===== src/rtl/if_pkg.sv =====
// Shared types and constants for the instruction-fetch stage.
// Holds the fetch FSM encoding and default PC/NOP values.
package if_pkg;

  typedef enum logic [1:0] {
    FETCH = 2'd0,
    WAIT  = 2'd1,
    HOLD  = 2'd2,
    DRAIN = 2'd3
  } fetch_state_e;

  localparam logic [31:0] RESET_PC_DEFAULT = 32'h0000_0000;
  localparam logic [31:0] NOP_INSTR        = 32'h0000_0013;

endpackage


===== src/rtl/if_perf_cnt.sv =====
// Fetch/drop event counters for the fetch stage; 1-cycle update, wrap at 2^32.
// No backpressure: counts every event pulse it sees.
module if_perf_cnt (
  input  logic        clk,
  input  logic        reset,
  input  logic        fetch_evt,
  input  logic        drop_evt,
  output logic [31:0] fetch_cnt,
  output logic [31:0] drop_cnt
);

  always_ff @(posedge clk) begin
    if (reset) begin
      fetch_cnt <= 32'h0;
      drop_cnt  <= 32'h0;
    end else begin
      if (fetch_evt) fetch_cnt <= fetch_cnt + 32'd1;
      if (drop_evt)  drop_cnt  <= drop_cnt + 32'd1;
    end
  end

endmodule


===== src/rtl/if_fetch_stage.sv =====
// PC owner and single-outstanding fetch engine; fetch-to-valid >= 2 cycles.
// Stalls in HOLD while pc_write=0; optional counters under IF_FETCH_CNT_EN.
module if_fetch_stage
  import if_pkg::*;
#(
  parameter logic [31:0] RESET_PC = RESET_PC_DEFAULT,
  parameter logic [31:0] PC_STEP  = 32'd4
) (
  input  logic        clk,
  input  logic        reset,
  input  logic        pc_write,
  input  logic        redirect_valid,
  input  logic [31:0] redirect_pc,
  output logic        im_req,
  output logic [31:0] im_addr,
  input  logic        im_rvalid,
  input  logic [31:0] im_rdata,
  output logic [31:0] instruction,
  output logic [31:0] pc,
  output logic        if_valid
`ifdef IF_FETCH_CNT_EN
  ,
  output logic [31:0] fetch_cnt,
  output logic [31:0] drop_cnt
`endif
);

  fetch_state_e state_q, state_d;
  logic [31:0]  pc_q, pc_d;
  logic [31:0]  instr_q, instr_d;
  logic [31:0]  pc_out_q, pc_out_d;
  logic         valid_q, valid_d;
  logic         rst_hold_q;
  logic         issue;

  // The cycle right after reset keeps FETCH idle so the first request
  // lands one cycle after reset deasserts, with no path from reset to im_req.
  assign issue   = (state_q == FETCH) && !rst_hold_q;
  assign im_req  = issue;
  assign im_addr = pc_q;

  always_comb begin
    state_d  = state_q;
    pc_d     = pc_q;
    instr_d  = instr_q;
    pc_out_d = pc_out_q;
    valid_d  = valid_q;
    case (state_q)
      FETCH: begin
        if (issue) state_d = redirect_valid ? DRAIN : WAIT;
      end
      WAIT: begin
        if (redirect_valid) begin
          state_d = im_rvalid ? FETCH : DRAIN;
        end else if (im_rvalid) begin
          instr_d  = im_rdata;
          pc_out_d = pc_q;
          valid_d  = 1'b1;
          state_d  = HOLD;
        end
      end
      HOLD: begin
        if (redirect_valid) begin
          state_d = FETCH;
        end else if (pc_write) begin
          pc_d    = pc_q + PC_STEP;
          valid_d = 1'b0;
          state_d = FETCH;
        end
      end
      DRAIN: begin
        if (im_rvalid) state_d = FETCH;
      end
      default: state_d = FETCH;
    endcase
    // Redirect overrides whatever the state logic chose for the PC.
    if (redirect_valid) begin
      pc_d    = {redirect_pc[31:2], 2'b00};
      valid_d = 1'b0;
    end
  end

  always_ff @(posedge clk) begin
    if (reset) begin
      state_q    <= FETCH;
      pc_q       <= RESET_PC;
      instr_q    <= 32'h0;
      pc_out_q   <= RESET_PC;
      valid_q    <= 1'b0;
      rst_hold_q <= 1'b1;
    end else begin
      state_q    <= state_d;
      pc_q       <= pc_d;
      instr_q    <= instr_d;
      pc_out_q   <= pc_out_d;
      valid_q    <= valid_d;
      rst_hold_q <= 1'b0;
    end
  end

  assign instruction = instr_q;
  assign pc          = pc_out_q;
  assign if_valid    = valid_q;

`ifdef IF_FETCH_CNT_EN
  logic fetch_evt;
  logic drop_evt;

  assign fetch_evt = (state_q == HOLD) && pc_write && !redirect_valid;
  assign drop_evt  = im_rvalid &&
                     ((state_q == DRAIN) || ((state_q == WAIT) && redirect_valid));

  if_perf_cnt u_perf_cnt (
    .clk       (clk),
    .reset     (reset),
    .fetch_evt (fetch_evt),
    .drop_evt  (drop_evt),
    .fetch_cnt (fetch_cnt),
    .drop_cnt  (drop_cnt)
  );
`endif

endmodule


===== config.mk =====
export PLATFORM = sky130hd
export DESIGN_NAME = if_fetch_stage
export DESIGN_NICKNAME = d
export VERILOG_FILES = /design/src/rtl/if_pkg.sv /design/src/rtl/if_perf_cnt.sv /design/src/rtl/if_fetch_stage.sv
export SDC_FILE = /design/constraint.sdc
export NUM_CORES = 1
export LEC_CHECK = 0
export ABC_AREA = 1
export BUFFER_PORTS_ARGS = -buffer_cell sky130_fd_sc_hd__buf_4
export CAP_MARGIN = 10
export CORE_MARGIN = 2
export CORE_UTILIZATION = 45
export CTS_BUF_LIST = sky130_fd_sc_hd__clkbuf_4
export CTS_CLUSTER_SIZE = 28
export DETAILED_ROUTE_END_ITERATION = 7
export PLACE_DENSITY = 0.75
export REMOVE_ABC_BUFFERS = 1
export SLEW_MARGIN = 20
export SYNTH_ARGS = -nofsm -noshare
export SYNTH_HDL_FRONTEND = slang
export SYNTH_HIERARCHICAL = 1
export SYNTH_SLANG_ARGS = --single-unit
export TNS_END_PERCENT = 20

===== constraint.sdc =====
create_clock -name clk -period 1.85 [get_ports clk]
set_input_delay 0.2775 -clock clk [delete_from_list [all_inputs] [get_ports clk]]
set_output_delay 0.2775 -clock clk [all_outputs]
set_load 0.02 [all_outputs]

Word-level counts from Yosys, hierarchy flattened:

Cells that the tools add are included.

* logic and storage cells: 46
* register bits: 100
* input port bits: 69
* output and inout port bits: 98

* equal/unequal tests: 9
* bitwise logic cells: 1
* add/subtract/negate cells: 1
* multiplexer cells: 16
* reductions and logical operators: 12

Operator list (count)
* 32-bit two-way mux: 3
* 32-bit by 3-bit adder with 32-bit output (second input constant): 1
* 2-bit two-way mux: 8
* 2-bit inequality test (second input constant): 4
* 2-bit one-hot mux with 4 select lines: 1
* 3-bit inequality test (second input constant): 2
* 3-bit AND reduction: 2
* 2-bit nonzero test: 3
* 2-bit == test (second input constant): 2
* 2-bit AND reduction: 2
* 4-bit AND reduction: 1
* 1-bit two-way mux: 3
* 2-bit by 1-bit == test with 1-bit output (second input constant): 1
* 2-bit zero test: 1
* 1-bit one-hot mux with 2 select lines: 1
* 2-bit OR reduction: 1
* 1-bit logical AND: 1
* 1-bit zero test: 1
* 1-bit inverter: 1

Logic depth before layout (Yosys ltp):

Gate-level depths: netlist (run 1).

* depth after elaboration: 4
* gate-level depth with buffers: 11
* mapped depth without buffers: 11

Least setup slack after synthesis (run 1):

Ideal clock, no wire load.

* path kind: register to register
* start: reg pc_q[3], in the netlist im_addr[3]
* end: reg pc_q[16], in the netlist im_addr[16]
* path buffers: 0
* setup time: 0.109 ns
* path slack: 0.220 ns
* arrival: 1.521 ns
* cell stages (with the launch flop): 11
* required time: 1.741 ns
* period minus slack after synthesis: 1.630 ns
* path through: dfxtp_1 -> ha_1 -> nand2_2 -> nor2_4 -> nand2_4 -> nor2_4 -> nand3_2 -> a21oi_1 -> o21ai_1 -> nand2_1 -> inv_1

* word-level cells in the longest chain between the ends: 4

Ends and longest elaborated chain
* start: declaration: RTL line if_fetch_stage.sv:29 `logic [31:0] pc_q, pc_d;`
* start signal: assignment: RTL line if_fetch_stage.sv:93 `pc_q <= pc_d;`
* 32-bit by 3-bit adder with 32-bit output: RTL line if_fetch_stage.sv:66 `pc_d = pc_q + PC_STEP;`
* 32-bit two-way mux: RTL line if_fetch_stage.sv:65 `end else if (pc_write) begin`
* 32-bit two-way mux: RTL line if_fetch_stage.sv:48 `case (state_q)`
* 32-bit two-way mux: RTL line if_fetch_stage.sv:77 `if (redirect_valid) begin`

Every way passes these cells. The select of a mux whose other input is x is not followed.
A chain may end at the register's enable or synchronous reset.

Worst setup path in the final report (run 1):

* start: reg pc_q[2], in the netlist im_addr[2]
* end: reg pc_q[16], in the netlist im_addr[16]

Same word-level chain as after synthesis.

==> results of run 1 <==
## through the flow
| step | hold WS [ns] | cells | setup WS [ns] | TNS, ns | total power [mW] |
|---|---|---|---|---|---|
| floorplan | 0.305 | 592 | -0.789 | -37.10 | 2.96 |
| global route | 0.000452 | 907 | 0.0638 | 0 | 4.88 |
| finish | 0.0149 | 907 | 0.233 | 0 | 4.65 |
| global placement | 0.456 | 891 | 0.285 | 0 | 3.47 |
| detailed placement | 0.458 | 891 | 0.251 | 0 | 3.50 |
| CTS | 0.00668 | 907 | 0.232 | 0 | 4.67 |
## power breakdown
part | switching, mW | total, mW | internal, mW
combinational | 0.630 | 1.08 | 0.446
sequential | 0.137 | 2.38 | 2.24
clock | 0.770 | 1.20 | 0.426
total | 1.54 | 4.65 | 3.11
## layout make-up
| type | instances | area (um2) |
|---|---|---|
| Fill cell | 885 | 3530 |
| Inverter | 56 | 211 |
| Timing Repair Buffer | 170 | 1290 |
| Tap cell | 129 | 161 |
| Multi-Input combinational cell | 440 | 2060 |
| Sequential cell | 96 | 1920 |
| Clock inverter | 7 | 78.8 |
| Clock buffer | 9 | 67.6 |
## state kept, by name, indices dropped and copies added, names as in the netlist
signal and cells:
instruction 32, state_q 2, rst_hold_q 1, if_valid 1
pc 30, im_addr 30
## per-layer routing
metal  vias to the layer above  part of all wire, %  GRT usage (%)
met5                         -                    0              0
met4                         0                  2.0           9.44
met3                        21                  9.4           8.07
met2                       165                   46           39.1
met1                      2039                   42           29.7
li1                       2301                    -              -
## synth_stat cells (8+ instances only)
| master | instances | area [um2] |
|---|---|---|
| nand2_1 | 99 | 372 |
| a31oi_1 | 8 | 50.1 |
| o21ai_0 | 83 | 415 |
| nand3_1 | 30 | 150 |
| clkbuf_1 | 18 | 67.6 |
| buf_2 | 8 | 40.0 |
| a21oi_1 | 48 | 240 |
| buf_4 | 8 | 60.1 |
| nor2_1 | 123 | 462 |
| inv_1 | 52 | 195 |
| xor2_1 | 8 | 70.1 |
| dfxtp_1 | 96 | 1920 |
## layout by cell type, fill, tap and decap left out, drive strengths merged, types with 4 or more instances in the layout
master,n
buf,170
nor2,130
nand2,107
dfxtp,96
o21ai,86
inv,57
a21oi,49
nand3,31
clkbuf,9
a31oi,8
xor2,8
nor3,7
conb,4
## logic make-up after synthesis
group	Yosys count
AOI/OAI and AO/OA	148
xor gates and xnor gates	10
adders and majority gates	1
buffers and inverters	91
DFF	96
other	1
and+or+nand+nor	277
## how the worst max path moves through the flow
stage,end,slack (ns),cells past startpoint
floorplan,instruction[0],-0.79,5
global placement,im_addr[16],0.29,10
detailed placement,im_addr[16],0.25,10
CTS,im_addr[16],0.23,10
global route,im_addr[27],0.06,9
finish,im_addr[16],0.23,10
## worst max-delay path, cell delays in order (launching register included)
cell,delay (ns)
dfxtp_1,0.44
ha_1,0.23
nand2_2,0.09
nor2_4,0.14
nand2_4,0.10
nor2_4,0.16
nand3_2,0.09
a21oi_1,0.12
o21ai_1,0.07
nand2_1,0.06
inv_1,0.03
==> results_dict.tcl, run 1 <==
set metrics [dict create \
    synth-xor-area-share_pct 2.01 \
    r2r_end "im_addr[16]" \
    rsz0062_at_grt "no" \
    clock-sinks 96 \
    synth-seq-cells 96 \
    grt_max_degree 58 \
    port_buffers 160 \
    hold_buffers 0 \
    synthToLayoutAreaGrowth_pct 32.7 \
    period_share_pct 87.4 \
    routabilityCongestion 0.974 \
    vias 4526 \
    cts_buffer_depth 2 \
    fp.dieArea_um2 10500 \
    synth_warnings 6 \
    reg2reg_depth 10 \
    crit_fanout 5 \
    hp-class "primary input to flip-flop" \
    fin_util_pct 62.1 \
    core_area_um2 9330 \
    clk_latency_ns 0.47 \
    drive_gt1_share_pct 26.9 \
    synth.avg_cell_area_um2 6.99 \
    reg2reg_from "im_addr[2]" \
    min_from "im_rdata[2]" \
    async_flop_share_pct 0 \
    track_usage_pct 24.1 \
    die_h_um 102 \
    synthesis.area_um2 4360 \
    hold-path-cell-count 3 \
    drv_slew 0 \
    grt_overflow 0 \
    first_iter_violations 178 \
    critPathRequiredTime_ns 2.24 \
    yosys.area_share.simple_pct 26.9 \
    drt_wl_total_um 12500 \
    first_pass_iters 5 \
    antenna_found_initial 0 \
    place_area_um2 5650 \
    whs_endpoint "instruction[2]" \
    fin_area_um2 5790 \
    finalNetCount 843 \
    worst_pin_slew_ns 0.676 \
    startpoint "im_addr[2]" \
    die_x_um 102 \
    antenna_cells 0 \
    synth_edf_count 0 \
    start_util_pct 46.8 \
    powerDensity_nw_per_um2 802 \
    setup_viol 0 \
    relSlewSlack_pct 54.9 \
    post-route-drc-count 0 \
    synth_top_family_by_area "simple AND/OR/NAND/NOR gates" \
    dpl.hpwl_um 9120 \
    io_pins 167 \
    viasPerCell 4.99 \
    cts_buffers 9 \
    cts_max_level 3 \
    wire_per_inst_um 13.8 \
    grt_pass1_vias 4306 \
    cts-resized-gates 0 \
    synth_mux_area_share_pct 0 \
    cp-end-kind "flip-flop" \
    drv_cap 0 \
    clock_skew_ns 0.0192 \
    crit_type "flip-flop to flip-flop" \
    ant_nets 0 \
    yosysSeqAreaShare_pct 44.0 \
    grt_pass1_wl_um 19900 \
    ir_drop_v 0.000510 \
    arrival_ns 2.00 \
    max_freq_mhz 618 \
    clk_pin_slew_ns 0.17 \
    p_leak_nw 2.70 \
    ys.flop_type "dfxtp_1" \
    status "complete, no violations" \
    ff2ff_setup_slack_ns 0.23 \
    synthCells 624 \
    row_count 35 \
    yosys.cell_types.count 33 \
    finalHoldViolCount 0 \
    ctsRootBufferMaster "clkbuf_4" \
    synthAdderAreaFrac_pct 0.287 \
    cts_tree "built" \
    critPathLaunchType "flip-flop" \
    synth_compound_area_share_pct 17.7 \
    postCtsSetupBuffers 0 \
    min_period_ns 1.62 \
]
(Power assumes the default switching activity.)
==> inputs of run 2 (changes only) <==
- CORE_ASPECT_RATIO: not set -> 0.75
- RECOVER_POWER: not set -> 50
==> results_dict.tcl, run 2 (synthesized netlist as in run 1, its figures left out) <==
set metrics [dict create \
    status "complete, no violations" \
    startpoint "state_q[0]" \
    reg2reg_depth 5 \
    clock-sinks 96 \
    relSlewSlack_pct 55.4 \
    layout_commonest_cell "nor2_1" \
    tns_ns 0 \
    cp_top_family "simple AND/OR/NAND/NOR gates" \
    max_freq_mhz 585 \
    worst_pin_slew_ns 0.668 \
    antenna_cells 0 \
    critPathRequiredTime_ns 2.21 \
    clk_latency_ns 0.45 \
    cts_buffers 9 \
    reg2reg_from "state_q[0]" \
    port_buffers 160 \
    io_pins 167 \
    first_iter_violations 269 \
    cts_tree "built" \
    cp-end-kind "flip-flop" \
    die_h_um 89.3 \
    r2r_end "instruction[23]" \
    first_pass_iters 5 \
    period_share_pct 92.5 \
    powerDensity_nw_per_um2 791 \
    place_area_um2 5660 \
    die_x_um 118 \
    rsz0062_at_grt "no" \
    cts_max_level 3 \
    ir_drop_v 0.000494 \
    row_count 31 \
    clk_pin_slew_ns 0.15 \
    vias 4562 \
    fin_area_um2 5520 \
    antenna_found_initial 0 \
    ctsRootBufferMaster "clkbuf_4" \
    drt_wl_total_um 12900 \
    regArea_um2 1920 \
    path_buf_inv 1 \
    grt_pass1_wl_um 19900 \
    grt_overflow 0 \
    path_depth 5 \
    arrival_ns 2.07 \
    multi_input_area_um2 2060 \
    fillers 992 \
    fp.dieArea_um2 10500 \
    drive_gt1_share_pct 15.8 \
    start_util_pct 45.7 \
    crit_type "flip-flop to flip-flop" \
    dpl.hpwl_um 9220 \
    fin_ws_ns 0.140 \
    max_stage_delay_ns 0.46 \
    mostFrequentLayoutCells "123 x nor2_1, 99 x nand2_1, 94 x dfxtp_1" \
    ant_nets 0 \
    track_usage_pct 23.7 \
    crit_fanout 39 \
    setup_viol 0 \
    path_common_cell "nor2_1" \
    post-route-drc-count 0 \
    grt_pass1_vias 4093 \
    largest_reg_flops 32 \
    hp-class "primary input to flip-flop" \
    viasPerCell 4.99 \
    synthToLayoutAreaGrowth_pct 26.5 \
    wire_per_inst_um 14.1 \
    fin_util_pct 57.8 \
    dp_slack_ns 0.164 \
    finalNetCount 848 \
    drv_slew 0 \
    routabilityCongestion 0.899 \
    grt_max_degree 70 \
    core_area_um2 9540 \
    finalHoldViolCount 0 \
    p_total_mw 4.37 \
    cts_buffer_depth 2 \
    p_leak_nw 2.37 \
    endpoint "instruction[23]" \
    clock_skew_ns 0.0131 \
    post-place-cells 893 \
    ff2ff_setup_slack_ns 0.14 \
    drv_cap 0 \
    hold_slack_ns 0.0344 \
    slowest_stage "dfxtp_1" \
    fin_cells 915 \
    path_cells "nand2_2 -> nor3_4 -> inv_2 -> nor2_1 -> nor2_1" \
    critPathLaunchType "flip-flop" \
    min_period_ns 1.71 \
]
==> run 2: worst min-delay path by stage <==
stage | start | end | depth (start not counted)
6_report | im_rdata[28] | instruction[28] | 3
5_1_grt | im_rdata[20] | instruction[20] | 3
4_1_cts | im_rdata[31] | instruction[31] | 3
3_5_place_dp | if_valid | if_valid | 2
3_3_place_gp | if_valid | if_valid | 2
2_1_floorplan | reset | rst_hold_q | 0
==> run 2: tightest hold or removal path, cell delays in order <==
cell	delay, ns
buf_4	0.07
nor2_1	0.03
nor2_1	0.08
==> run 2: final cells by class <==
class / instances / area share [%]
clock buffer: 10 / 1.36
clock inverter: 6 / 0.816
inverter: 56 / 3.83
multi-input combinational: 440 / 37.4
sequential: 96 / 34.9
tap: 132 / 2.99
timing repair buffer: 175 / 18.7
==> run 2: what timing repair did <==
| action | CTS | global route |
|---|---|---|
| hold buffers | 0 | 6 |
| gates resized for setup | 0 | 2 |
| setup endpoints to repair | 0 | 2 |
| buffers inserted | 0 | 0 |
| hold endpoints to repair | 0 | 6 |
==> run 2: power breakdown <==
part           switching (mW)  total [mW]  internal (mW)
Combinational           0.636       0.976          0.340
Clock                   0.716        1.02          0.300
Sequential              0.136        2.37           2.24
==> run 2: per-layer routing <==
layer / vias to the layer above / global-route usage, % / part of all wire [%]
li1: 2312 / - / -
met1: 2069 / 31.6 / 45
met2: 168 / 38.0 / 46
met3: 13 / 7.21 / 7.8
met4: 0 / 6.02 / 1.2
met5: - / 0 / 0
==> inputs of run 3 (changes only) <==
- RECOVER_POWER: 50 -> 25
==> results_dict.tcl, run 3 (synthesized netlist as in run 1, its figures left out) <==
set metrics [dict create \
    status "complete, no violations" \
    viasPerCell 5.00 \
    crit_fanout 39 \
    regArea_um2 1920 \
    grt_overflow 0 \
    grt_pass1_wl_um 19900 \
    period_share_pct 91.9 \
    drive_gt1_share_pct 21.1 \
    io_pins 167 \
    die_x_um 118 \
    track_usage_pct 23.7 \
    ant_nets 0 \
    clk_pin_slew_ns 0.15 \
    antenna_cells 0 \
    ir_drop_v 0.000494 \
    whs_endpoint "instruction[28]" \
    r2r_end "instruction[23]" \
    critPathLaunchType "flip-flop" \
    drv_cap 0 \
    finalNetCount 848 \
    p_total_mw 4.43 \
    cts_buffer_depth 2 \
    antenna_found_initial 0 \
    hp-class "primary input to flip-flop" \
    arrival_ns 2.07 \
    ctsRootBufferMaster "clkbuf_4" \
    cts_max_level 3 \
    reg2reg_from "state_q[0]" \
    p_leak_nw 2.54 \
    vias 4577 \
    rsz0062_at_grt "no" \
    multi_input_area_um2 2060 \
    fin_util_pct 59.5 \
    cts_buffers 9 \
    ff2ff_setup_slack_ns 0.15 \
    fin_cells 915 \
    row_count 31 \
    drt_wl_total_um 12900 \
    wire_per_inst_um 14.1 \
    clock-sinks 96 \
    synthToLayoutAreaGrowth_pct 30.0 \
    post-route-drc-count 0 \
    worst_pin_slew_ns 0.658 \
    cp-end-kind "flip-flop" \
    max_freq_mhz 588 \
    min_period_ns 1.70 \
    fp.dieArea_um2 10500 \
    critPathRequiredTime_ns 2.22 \
    die_h_um 89.3 \
    drv_slew 0 \
    post-place-cells 893 \
    largest_reg_flops 32 \
    dpl.hpwl_um 9220 \
    min_from "im_rdata[28]" \
    fillers 958 \
    mostFrequentLayoutCells "123 x nor2_1, 123 x buf_4, 99 x nand2_1" \
    reg2reg_depth 5 \
    finalHoldViolCount 0 \
    cts_tree "built" \
    crit_type "flip-flop to flip-flop" \
    clk_latency_ns 0.46 \
    hold_slack_ns 0.0262 \
    start_util_pct 45.7 \
    setup_viol 0 \
    powerDensity_nw_per_um2 780 \
    postCtsSetupBuffers 0 \
    relSlewSlack_pct 56.1 \
    tns_ns 0 \
    port_buffers 160 \
    clock_skew_ns 0.0140 \
    first_iter_violations 264 \
    core_area_um2 9540 \
    hold-path-cell-count 3 \
    grt_max_degree 70 \
    routabilityCongestion 0.899 \
    first_pass_iters 5 \
    grt_pass1_vias 4093 \
]
run 3: cell count changes in the layout (fill, tap and decap cells not counted):
cell / previous run / this run
buf_4: 82 / 123
clkbuf_1: 85 / 44
run 3: cell type report:
class	instances	share of cell area [%]
multi-input cells	440	36.4
repair buffers	175	21.0
inverters	56	3.73
clock buffers	10	1.32
well taps	132	2.91
clock inverters	6	0.794
flip-flops and latches	96	33.9
run 3: what timing repair did:
action                                 in CTS  in global routing
hold buffers                                0                  6
setup endpoints to repair                   0                  2
endpoints found under the hold margin       0                  6
resized for setup                           0                  2
run 3: per-stage QoR:
| step | instance area [um2] | setup WS, ns |
|---|---|---|
| global route | 5670 | 0.0230 |
| floorplan | 4200 | -0.789 |
| finish | 5670 | 0.150 |
| global placement | 5660 | 0.249 |
| CTS | 5780 | 0.152 |
| detailed placement | 5660 | 0.164 |
run 3: per-layer routing:
metal	vias up	global-route usage, %	wire [um]
li1	2312	-	-
met1	2079	31.6	5850
met2	173	38.0	5950
met3	13	7.21	967
met4	0	6.02	155
met5	-	0	0
run 3: how the worst max path moves through the flow:
stage / slack [ns] / end / cells after the start / from
after global routing: 0.02 / instruction[21] / 5 / state_q[0]
after floorplan: -0.79 / instruction[0] / 5 / state_q[0]
after detailed placement: 0.16 / instruction[23] / 5 / state_q[0]
after global placement: 0.25 / instruction[30] / 6 / im_rvalid
final: 0.15 / instruction[23] / 5 / state_q[0]
after CTS: 0.15 / instruction[23] / 5 / state_q[0]
run 3: critical path, stage by stage (launching register included):
cell and delay, ns:
dfxtp_1 0.46, nand2_2 0.12, nor3_4 0.36, inv_2 0.38, nor2_1 0.21, nor2_1 0.07
run 3: report_power, final:
| group | internal, mW | leakage (nW) | switching (mW) | total [mW] |
|---|---|---|---|---|
| clock | 0.300 | 0.0707 | 0.722 | 1.02 |
| sequential | 2.24 | 0.785 | 0.138 | 2.38 |
| combinational | 0.391 | 1.68 | 0.637 | 1.03 |
